==> src/rtl/btn_pkg.sv <==
// Shared types and helpers for the button toggle control slice.
package btn_pkg;

    typedef enum logic [1:0] {
        IDLE = 2'd0,
        HELD = 2'd1,
        LONG = 2'd2
    } btn_state_e;

    function automatic int ms_to_cycles(input int freq, input int ms);
        return (freq / 1000) * ms;
    endfunction

endpackage

==> src/rtl/btn_debounce.sv <==
// Button front end: polarity fix, 2-flop synchroniser and debounce counter.
module btn_debounce
    import btn_pkg::*;
#(
    parameter int DB_CYCLES      = 4,
    parameter bit BTN_ACTIVE_LOW = 1'b1
) (
    input  logic clk,
    input  logic rst,
    input  logic btn_raw,
    output logic pressed
);

    localparam int DB_W = $clog2(DB_CYCLES + 1);
    localparam logic [DB_W-1:0] DB_LAST = DB_W'(DB_CYCLES - 1);

    logic            btn_n;
    logic            sync1_q;
    logic            btn_s_q;
    logic            pressed_q, pressed_d;
    logic [DB_W-1:0] db_cnt_q, db_cnt_d;

    assign btn_n = btn_raw ^ BTN_ACTIVE_LOW;

    // The counter only survives while the synchronised level keeps disagreeing.
    always_comb begin
        pressed_d = pressed_q;
        db_cnt_d  = '0;
        if (btn_s_q != pressed_q) begin
            if (db_cnt_q == DB_LAST) begin
                pressed_d = btn_s_q;
            end else begin
                db_cnt_d = db_cnt_q + DB_W'(1);
            end
        end
    end

    always_ff @(posedge clk) begin
        if (rst) begin
            sync1_q   <= 1'b0;
            btn_s_q   <= 1'b0;
            pressed_q <= 1'b0;
            db_cnt_q  <= '0;
        end else begin
            sync1_q   <= btn_n;
            btn_s_q   <= sync1_q;
            pressed_q <= pressed_d;
            db_cnt_q  <= db_cnt_d;
        end
    end

    assign pressed = pressed_q;

endmodule

==> src/rtl/btn_toggle_ctrl.sv <==
// Blink-counter enable control: short press toggles enable, long press clears it.
module btn_toggle_ctrl
    import btn_pkg::*;
#(
    parameter int FREQ           = 50_000_000,
    parameter int DEBOUNCE_MS    = 20,
    parameter int LONG_MS        = 1000,
    parameter bit BTN_ACTIVE_LOW = 1'b1
) (
    input  logic clk,
    input  logic rst,
    input  logic btn_raw,
    output logic enable,
    output logic pressed,
    output logic short_pulse,
    output logic long_pulse
);

    localparam int DB_CYCLES   = ms_to_cycles(FREQ, DEBOUNCE_MS);
    localparam int LONG_CYCLES = ms_to_cycles(FREQ, LONG_MS);
    localparam int HOLD_W      = $clog2(LONG_CYCLES + 1);
    localparam logic [HOLD_W-1:0] HOLD_MAX = HOLD_W'(LONG_CYCLES);
    localparam logic [HOLD_W-1:0] LONG_HIT = HOLD_W'(LONG_CYCLES - 1);

    btn_state_e        state_q, state_d;
    logic [HOLD_W-1:0] hold_cnt_q, hold_cnt_d;
    logic [HOLD_W-1:0] hold_inc;
    logic              enable_q, enable_d;
    logic              short_pulse_q, short_pulse_d;
    logic              long_pulse_q, long_pulse_d;
    logic              pressed_prev_q;
    logic              press_edge;
    logic              release_edge;

    btn_debounce #(
        .DB_CYCLES     (DB_CYCLES),
        .BTN_ACTIVE_LOW(BTN_ACTIVE_LOW)
    ) u_debounce (
        .clk    (clk),
        .rst    (rst),
        .btn_raw(btn_raw),
        .pressed(pressed)
    );

    assign press_edge   = pressed & ~pressed_prev_q;
    assign release_edge = ~pressed & pressed_prev_q;
    assign hold_inc     = (hold_cnt_q == HOLD_MAX) ? hold_cnt_q : hold_cnt_q + HOLD_W'(1);

    // Long threshold is judged on the value the hold counter is about to take.
    always_comb begin
        state_d       = state_q;
        hold_cnt_d    = hold_cnt_q;
        enable_d      = enable_q;
        short_pulse_d = 1'b0;
        long_pulse_d  = 1'b0;
        case (state_q)
            IDLE: begin
                if (press_edge) begin
                    state_d    = HELD;
                    hold_cnt_d = '0;
                end
            end
            HELD: begin
                hold_cnt_d = hold_inc;
                if (release_edge) begin
                    short_pulse_d = 1'b1;
                    enable_d      = ~enable_q;
                    state_d       = IDLE;
                end else if (pressed && (hold_inc == LONG_HIT)) begin
                    long_pulse_d = 1'b1;
                    enable_d     = 1'b0;
                    state_d      = LONG;
                end
            end
            LONG: begin
                if (release_edge) begin
                    state_d = IDLE;
                end
            end
            default: state_d = IDLE;
        endcase
    end

    always_ff @(posedge clk) begin
        if (rst) begin
            state_q        <= IDLE;
            hold_cnt_q     <= '0;
            enable_q       <= 1'b0;
            short_pulse_q  <= 1'b0;
            long_pulse_q   <= 1'b0;
            pressed_prev_q <= 1'b0;
        end else begin
            state_q        <= state_d;
            hold_cnt_q     <= hold_cnt_d;
            enable_q       <= enable_d;
            short_pulse_q  <= short_pulse_d;
            long_pulse_q   <= long_pulse_d;
            pressed_prev_q <= pressed;
        end
    end

    assign enable      = enable_q;
    assign short_pulse = short_pulse_q;
    assign long_pulse  = long_pulse_q;

endmodule

==> config.mk <==
export PLATFORM = sky130hd
export DESIGN_NAME = btn_toggle_ctrl
export DESIGN_NICKNAME = d
export VERILOG_FILES = /design/src/rtl/btn_pkg.sv /design/src/rtl/btn_debounce.sv /design/src/rtl/btn_toggle_ctrl.sv
export SDC_FILE = /design/constraint.sdc
export NUM_CORES = 1
export LEC_CHECK = 0
export ABC_AREA = 1
export ABC_CLOCK_PERIOD_IN_PS = 3100
export CAP_MARGIN = 0
export CORE_UTILIZATION = 30
export DETAILED_ROUTE_END_ITERATION = 6
export GPL_TIMING_DRIVEN = 0
export PLACE_DENSITY_LB_ADDON = 0.1
export SKIP_CTS_REPAIR_TIMING = 1
export SYNTH_ARGS = -nofsm -noshare
export SYNTH_HDL_FRONTEND = slang
export SYNTH_SLANG_ARGS = --single-unit
==> constraint.sdc <==
create_clock -name clk -period 3.1 [get_ports clk]
set_clock_uncertainty 0.2 [all_clocks]
set_input_delay 0.62 -clock clk [delete_from_list [all_inputs] [get_ports clk]]
set_output_delay 0.62 -clock clk [all_outputs]
set_load 0.01 [all_outputs]
# Word-level counts from Yosys, hierarchy flattened
# Index checks and enable logic that the tools add are counted.
dict set report totals {
  register_bits 55
  latch_bits 0
  mem_bits_rw 0
  rom_bits 0
  elab_cells 52
  memories 0
}
dict set report op_classes {
  addsub 2
  mul 0
  div 0
  magnitude_cmp 0
  n_eq_ne 9
  n_shift 0
  n_mux 12
  bitwise 8
  reduce_logical 11
}
# cell n
set ops {}
lappend ops {{26-bit == test (second input constant)} 2}
lappend ops {{26-bit two-way mux} 2}
lappend ops {{26-bit case mux with 2 select lines} 1}
lappend ops {{26-bit by 1-bit adder with 26-bit output (second input constant)} 1}
lappend ops {{20-bit by 1-bit adder with 20-bit output (second input constant)} 1}
lappend ops {{20-bit == test (second input constant)} 1}
lappend ops {{2-bit two-way mux} 4}
lappend ops {{1-bit inverter} 6}
lappend ops {{2-bit case mux with 3 select lines} 1}
lappend ops {{2-bit AND reduction} 3}
lappend ops {{3-bit OR reduction} 2}
lappend ops {{1-bit two-way mux} 4}
lappend ops {{2-bit != test (second input constant)} 2}
lappend ops {{2-bit nonzero test} 2}
lappend ops {{3-bit != test (second input constant)} 1}
lappend ops {{3-bit AND reduction} 1}
lappend ops {{1-bit AND} 2}
lappend ops {{2-bit by 1-bit == test with 1-bit output (second input constant)} 1}
lappend ops {{2-bit == test (second input constant)} 1}
lappend ops {{2-bit zero test} 1}
lappend ops {{2-bit OR reduction} 1}
lappend ops {{1-bit logical AND} 1}
lappend ops {{1-bit != test} 1}

# Longest topological paths before layout
dict set report depth {
  ltp_word 7
  depth_mapped 15
}

# Modules after synthesis
# From an unflattened synthesis, not the netlist that was laid out.
dict set report hier_totals {
  hier_cells 547
  area_unflattened_um2 3439.5
}
# module n_inst cells_per_inst area_each_um2 seq_area_each_um2
set by_module_without_submodules {}
lappend by_module_without_submodules {btn_toggle_ctrl 1 388 2319.7 640.6}
lappend by_module_without_submodules {btn_debounce 1 159 1119.8 460.4}

# Worst setup path after synthesis
# OpenSTA, ideal clock, no wires.
dict set report synth_path {
  path_type {register -> register}
  start {register hold_cnt_q[0]}
  end {register enable_q (netlist: enable)}
  t_arrival_ns 1.666
  t_required_ns 2.791
  slack_ns 1.125
  path_stages_with_launch 15
  path_buffers 0
  period_less_slack_ns 1.975
  cell_sequence {dfxtp_1 > ha_1 > nand3_4 > inv_2 > nand2_2 > nor2_2 > nand2_1 > nand2_1 > nand3_1 > nor2_1 > nand2_1 > nor2_2 > nand3_2 > nand2_1 > inv_1}
}
dict set report synth_via {
  elab_chain_len 6
}
# element line_no
set synth_lines {}
lappend synth_lines {{start: declaration} btn_toggle_ctrl.sv:26} ;# logic [HOLD_W-1:0] hold_cnt_q, hold_cnt_d;
lappend synth_lines {{start signal: assignment} btn_toggle_ctrl.sv:94} ;# hold_cnt_q <= hold_cnt_d;
lappend synth_lines {{26-bit by 1-bit adder with 26-bit output or 26-bit == test (tied branches)} btn_toggle_ctrl.sv:47} ;# assign hold_inc = (hold_cnt_q == HOLD_MAX) ? hold_cnt_q : hold_cnt_q + HOLD_W'(1);
lappend synth_lines {{26-bit two-way mux (*)} btn_toggle_ctrl.sv:47}
lappend synth_lines {{26-bit == test (*)} btn_toggle_ctrl.sv:69} ;# end else if (pressed && (hold_inc == LONG_HIT)) begin
lappend synth_lines {{1-bit logical AND (*)} btn_toggle_ctrl.sv:69}
lappend synth_lines {{2-bit nonzero test (no source line) (*)} n/a}
lappend synth_lines {{2-bit AND reduction (no source line) (*)} n/a}
lappend synth_lines {{end signal: assignment} btn_toggle_ctrl.sv:95} ;# enable_q <= enable_d;
lappend synth_lines {{end: declaration} btn_toggle_ctrl.sv:28} ;# logic enable_q, enable_d;
# Every way passes the cells marked *; elsewhere a longest branch is shown, timed or not.
# A chain may end at the register's enable or synchronous reset.

# Worst setup path after layout
dict set report layout_path {
  start {register hold_cnt_q[0]}
  end {register long_pulse_q (netlist: long_pulse)}
}
dict set report layout_via {
  elab_chain_len 5
}
# element line_no
set layout_lines {}
lappend layout_lines {{26-bit by 1-bit adder with 26-bit output or 26-bit == test (tied branches)} btn_toggle_ctrl.sv:47}
lappend layout_lines {{26-bit two-way mux (*)} btn_toggle_ctrl.sv:47}
lappend layout_lines {{26-bit == test (*)} btn_toggle_ctrl.sv:69}
lappend layout_lines {{1-bit logical AND (*)} btn_toggle_ctrl.sv:69}
lappend layout_lines {{1-bit two-way mux (*)} btn_toggle_ctrl.sv:69}
lappend layout_lines {{end signal: assignment} btn_toggle_ctrl.sv:97} ;# long_pulse_q <= long_pulse_d;
lappend layout_lines {{end: declaration} btn_toggle_ctrl.sv:30} ;# logic long_pulse_q, long_pulse_d;
# Marks and branches as above.

==> flow_summary_export.csv <==
group,metric,value,unit
route,drt-wirelength-per-cell,12.91,microns
placement,dp_hpwl,6.847,mm
worst_hold_path,hold_path.startpoint,"u_debounce.sync1_q",
worst_setup_path,setup.reg_to_reg.worst_slack,0.60,ns
route,antenna_violating_nets_post_route,0,
run,max_cap_viol_count,0,
finish,antenna_cells_inserted,0,
timing,grt_setup_unrepaired,"no",
route,drt-pass1-iter-count,7,
timing,hold_slack,0.2166,ns
route,drc,0,
synth,yosysUniqueCellTypes,38,
synth,synth_warnings,0,
timing,slew_at_the_pin_closest_to_its_max_slew_limit,0.6364,ns
grt,global_route.usage.total,16.62,%
grt,antenna_violations_before_repair,0,
pwr,p_leak,1.318,nW
floorplanning,die_footprint,0.01145,sq mm
clock_tree,cts_max_path_buffers,2,
worst_setup_path,worst-endpoint-arrival,2.56,ns
route,drt-initial-drc-count,216,
finish,mostFrequentLayoutCells,"147 x sky130_fd_sc_hd__nand2_1, 75 x sky130_fd_sc_hd__inv_1, 66 x sky130_fd_sc_hd__nor2_1, 55 x sky130_fd_sc_hd__dfxtp_1, 37 x sky130_fd_sc_hd__nand3_1",
floorplanning,placementRows,37,
timing,finalSetupTns,0,ns
floorplanning,die_width,107.0,microns
placement,port_buffers,5,
worst_setup_path,worst-setup-path-type,"reg -> reg",
grt,first_global_vias,2945,
synth,post_synth_inst_count,526,
worst_setup_path,startpoint_type,"flop",
timing,worst_slew_margin_rel,57.57,%
clock_tree,cts_tree,"built",
grt,wire_length_of_the_first_global_routing_pass,14.60,mm
route,via_count,3118,
timing,final_number_of_max_transition_violations,0,
route,post_drt_via_cell_ratio,4.619,
synth,ys_seq_area_share,33.28,%
worst_setup_path,rr_worst_depth,13,
floorplanning,design.portCount,7,
clock_tree,tritoncts_num_sinks,55,
finish,mostFrequentLayoutCell,"sky130_fd_sc_hd__nand2_1",
grt,pin_count_of_the_biggest_net_entering_global_routing,19,
route,totalWireLength,8.711,mm
worst_setup_path,endpoint_kind,"flop",
clock_tree,ctsRootBufferMaster,"sky130_fd_sc_hd__clkbuf_8",
synth,synth-seq-cells,55,
worst_setup_path,critPathRequiredTime,3.16,ns
timing,final_min_period,2.501,ns
worst_setup_path,worstSetupStartpoint,"hold_cnt_q[0]",
placement,routability_congestion,0.8158,
clock_tree,h-tree-depth,2,
synth,mappedNetlistNets,532,
floorplanning,die_height,107.0,microns
worst_hold_path,hold_ep,"u_debounce.btn_s_q",
worst_setup_path,crit-reg2reg-launch,"hold_cnt_q[0]",
worst_setup_path,crit_path_max_fanout,6,
finish,synthToLayoutAreaGrowth,9.758,%
timing,timing.final.hold_violations,0,
pwr,pwr_density_cell,323.7,mW/mm^2
clock_tree,clkTransAtPathRegs,0.11,ns
worst_hold_path,hold_path_class,"reg -> reg",
finish,nNetsFinal,544,
floorplanning,core_area,0.01051,sq mm
timing,final.period_utilization,80.67,%
finish,drive_gt1_share,8.720,%
run_status,outcome,"complete, no violations",
timing,max_freq,0.3999,GHz
floorplanning,floorplan.initialDensity,31.48,%
clock_tree,cts_bufs_inserted,5,
worst_setup_path,worst_r2r_endpoint,"long_pulse",
synth,post_synth.cell_area_avg,6.289,sq um
grt,grt_remaining_overflow,0,
worst_hold_path,worstHoldPathCells,2,
synth,synth_area,0.003308,sq mm
clock_tree,clock_insertion_delay_worst_skew,0.32,ns
timing,setup_viol,0,
pwr,power.ir.vdd_worst,0.0002216,V
## area by class of cell
cell class              instances  area (sq um)
fillers                      1183          6878
multi-input cells             381          1861
flip-flops and latches         55          1101
inverters                      79         296.5
well taps                     136         170.2
clock buffers                   6         82.58
repair buffers                  5         50.05
plain buffers                  11         50.05
clock inverters                 2         20.02
## how the worst max path moves through the flow
| stage | to | cells past startpoint | slack [ns] |
|---|---|---|---|
| 2_1_floorplan | enable | 14 | 1.13 |
| 3_3_place_gp | long_pulse | 13 | 0.65 |
| 3_5_place_dp | long_pulse | 13 | 0.64 |
| 4_1_cts | long_pulse | 13 | 0.59 |
| 5_1_grt | long_pulse | 13 | 0.44 |
| 6_report | long_pulse | 13 | 0.60 |
## power breakdown
part           leakage [nW]  internal [W]  switching (W)
Combinational         0.822    0.00000407      0.0000135
Sequential            0.443      0.000708    0.000000829
Clock                0.0533      0.000189       0.000260
Total                  1.32      0.000901       0.000274
## synth_stat cells
cell | instances | area share [%]
sky130_fd_sc_hd__nand2_1 | 147 | 17
sky130_fd_sc_hd__inv_1 | 75 | 8.5
sky130_fd_sc_hd__nor2_1 | 66 | 7.5
sky130_fd_sc_hd__dfxtp_1 | 55 | 33
sky130_fd_sc_hd__nand3_1 | 37 | 5.6
sky130_fd_sc_hd__a21oi_1 | 36 | 5.4
sky130_fd_sc_hd__nor2_2 | 13 | 2.5
sky130_fd_sc_hd__o21ai_0 | 12 | 1.8
sky130_fd_sc_hd__nand4_1 | 10 | 1.9
sky130_fd_sc_hd__clkbuf_1 | 8 | 0.91
sky130_fd_sc_hd__nor3_1 | 8 | 1.2
sky130_fd_sc_hd__xor2_1 | 8 | 2.1
sky130_fd_sc_hd__nand2_2 | 6 | 1.1
sky130_fd_sc_hd__nor3b_1 | 4 | 0.91
sky130_fd_sc_hd__ha_1 | 3 | 1.1
sky130_fd_sc_hd__nor2_4 | 3 | 1.0
sky130_fd_sc_hd__nor3_2 | 3 | 0.91
sky130_fd_sc_hd__nor4_1 | 3 | 0.57
sky130_fd_sc_hd__buf_4 | 2 | 0.45
sky130_fd_sc_hd__clkinv_1 | 2 | 0.23
sky130_fd_sc_hd__inv_2 | 2 | 0.23
sky130_fd_sc_hd__nand2_4 | 2 | 0.68
sky130_fd_sc_hd__nand3_2 | 2 | 0.61
sky130_fd_sc_hd__o21a_1 | 2 | 0.45
sky130_fd_sc_hd__o21ai_1 | 2 | 0.30
sky130_fd_sc_hd__o22ai_1 | 2 | 0.38
sky130_fd_sc_hd__o32ai_1 | 2 | 0.53
sky130_fd_sc_hd__a211oi_1 | 1 | 0.23
sky130_fd_sc_hd__a21oi_2 | 1 | 0.26
sky130_fd_sc_hd__a31oi_1 | 1 | 0.19
sky130_fd_sc_hd__and2_1 | 1 | 0.19
sky130_fd_sc_hd__buf_2 | 1 | 0.15
sky130_fd_sc_hd__nand3_4 | 1 | 0.53
sky130_fd_sc_hd__o21bai_1 | 1 | 0.23
sky130_fd_sc_hd__o21bai_2 | 1 | 0.34
sky130_fd_sc_hd__or2_2 | 1 | 0.19
sky130_fd_sc_hd__xnor2_1 | 1 | 0.26
sky130_fd_sc_hd__xor2_2 | 1 | 0.49
## cell families after synthesis
logic type,after synthesis,synth area share [%]
buf+inv,90,10.48
simple gates,307,42.06
flops,55,33.28
compound gates,61,10.17
xor+xnor,10,2.875
fa+ha+maj,3,1.135
## layer usage
layer | up-vias | track usage [%] | part of all wire, %
met2 | 36 | 28.25 | 47
li1 | 1680 | - | -
met3 | 2 | 2.614 | 3.5
met5 | - | 0 | 0
met4 | 0 | 4.207 | 0.40
met1 | 1400 | 21.84 | 49
## per-stage QoR
stage          setup slack, ns  power [W]  utilization (%)  std cells  cell area, sq um
3_3_place_gp            0.6459  0.0007430            33.58        667              3528
5_1_grt                 0.4377   0.001232            34.55        675              3631
4_1_cts                 0.5920   0.001211            34.55        675              3631
6_report                0.5992   0.001175            34.55        675              3631
2_1_floorplan            1.125  0.0007352                -        526              3308
3_5_place_dp            0.6365  0.0007430            33.58        667              3528
## critical path, stage by stage (launching register included)
cell	delay, ns
sky130_fd_sc_hd__dfxtp_1	0.43
sky130_fd_sc_hd__ha_1	0.26
sky130_fd_sc_hd__nand3_4	0.12
sky130_fd_sc_hd__inv_2	0.17
sky130_fd_sc_hd__nand2_2	0.10
sky130_fd_sc_hd__o21bai_1	0.15
sky130_fd_sc_hd__nand2_1	0.07
sky130_fd_sc_hd__inv_1	0.07
sky130_fd_sc_hd__nand2_1	0.05
sky130_fd_sc_hd__nor2_1	0.24
sky130_fd_sc_hd__nand2_1	0.11
sky130_fd_sc_hd__nor3_2	0.24
sky130_fd_sc_hd__nand3_1	0.13
sky130_fd_sc_hd__nor2_1	0.11
## flip-flops by register name, indices dropped and copies added, names as in the netlist
| name | count |
|---|---|
| state_q | 2 |
| u_debounce.pressed | 1 |
| u_debounce.sync1_q | 1 |
| pressed_prev_q | 1 |
| enable | 1 |
| hold_cnt_q | 26 |
| short_pulse | 1 |
| u_debounce.db_cnt_q | 20 |
| long_pulse | 1 |
| u_debounce.btn_s_q | 1 |
Note: power is estimated with default switching activity, not from simulation.
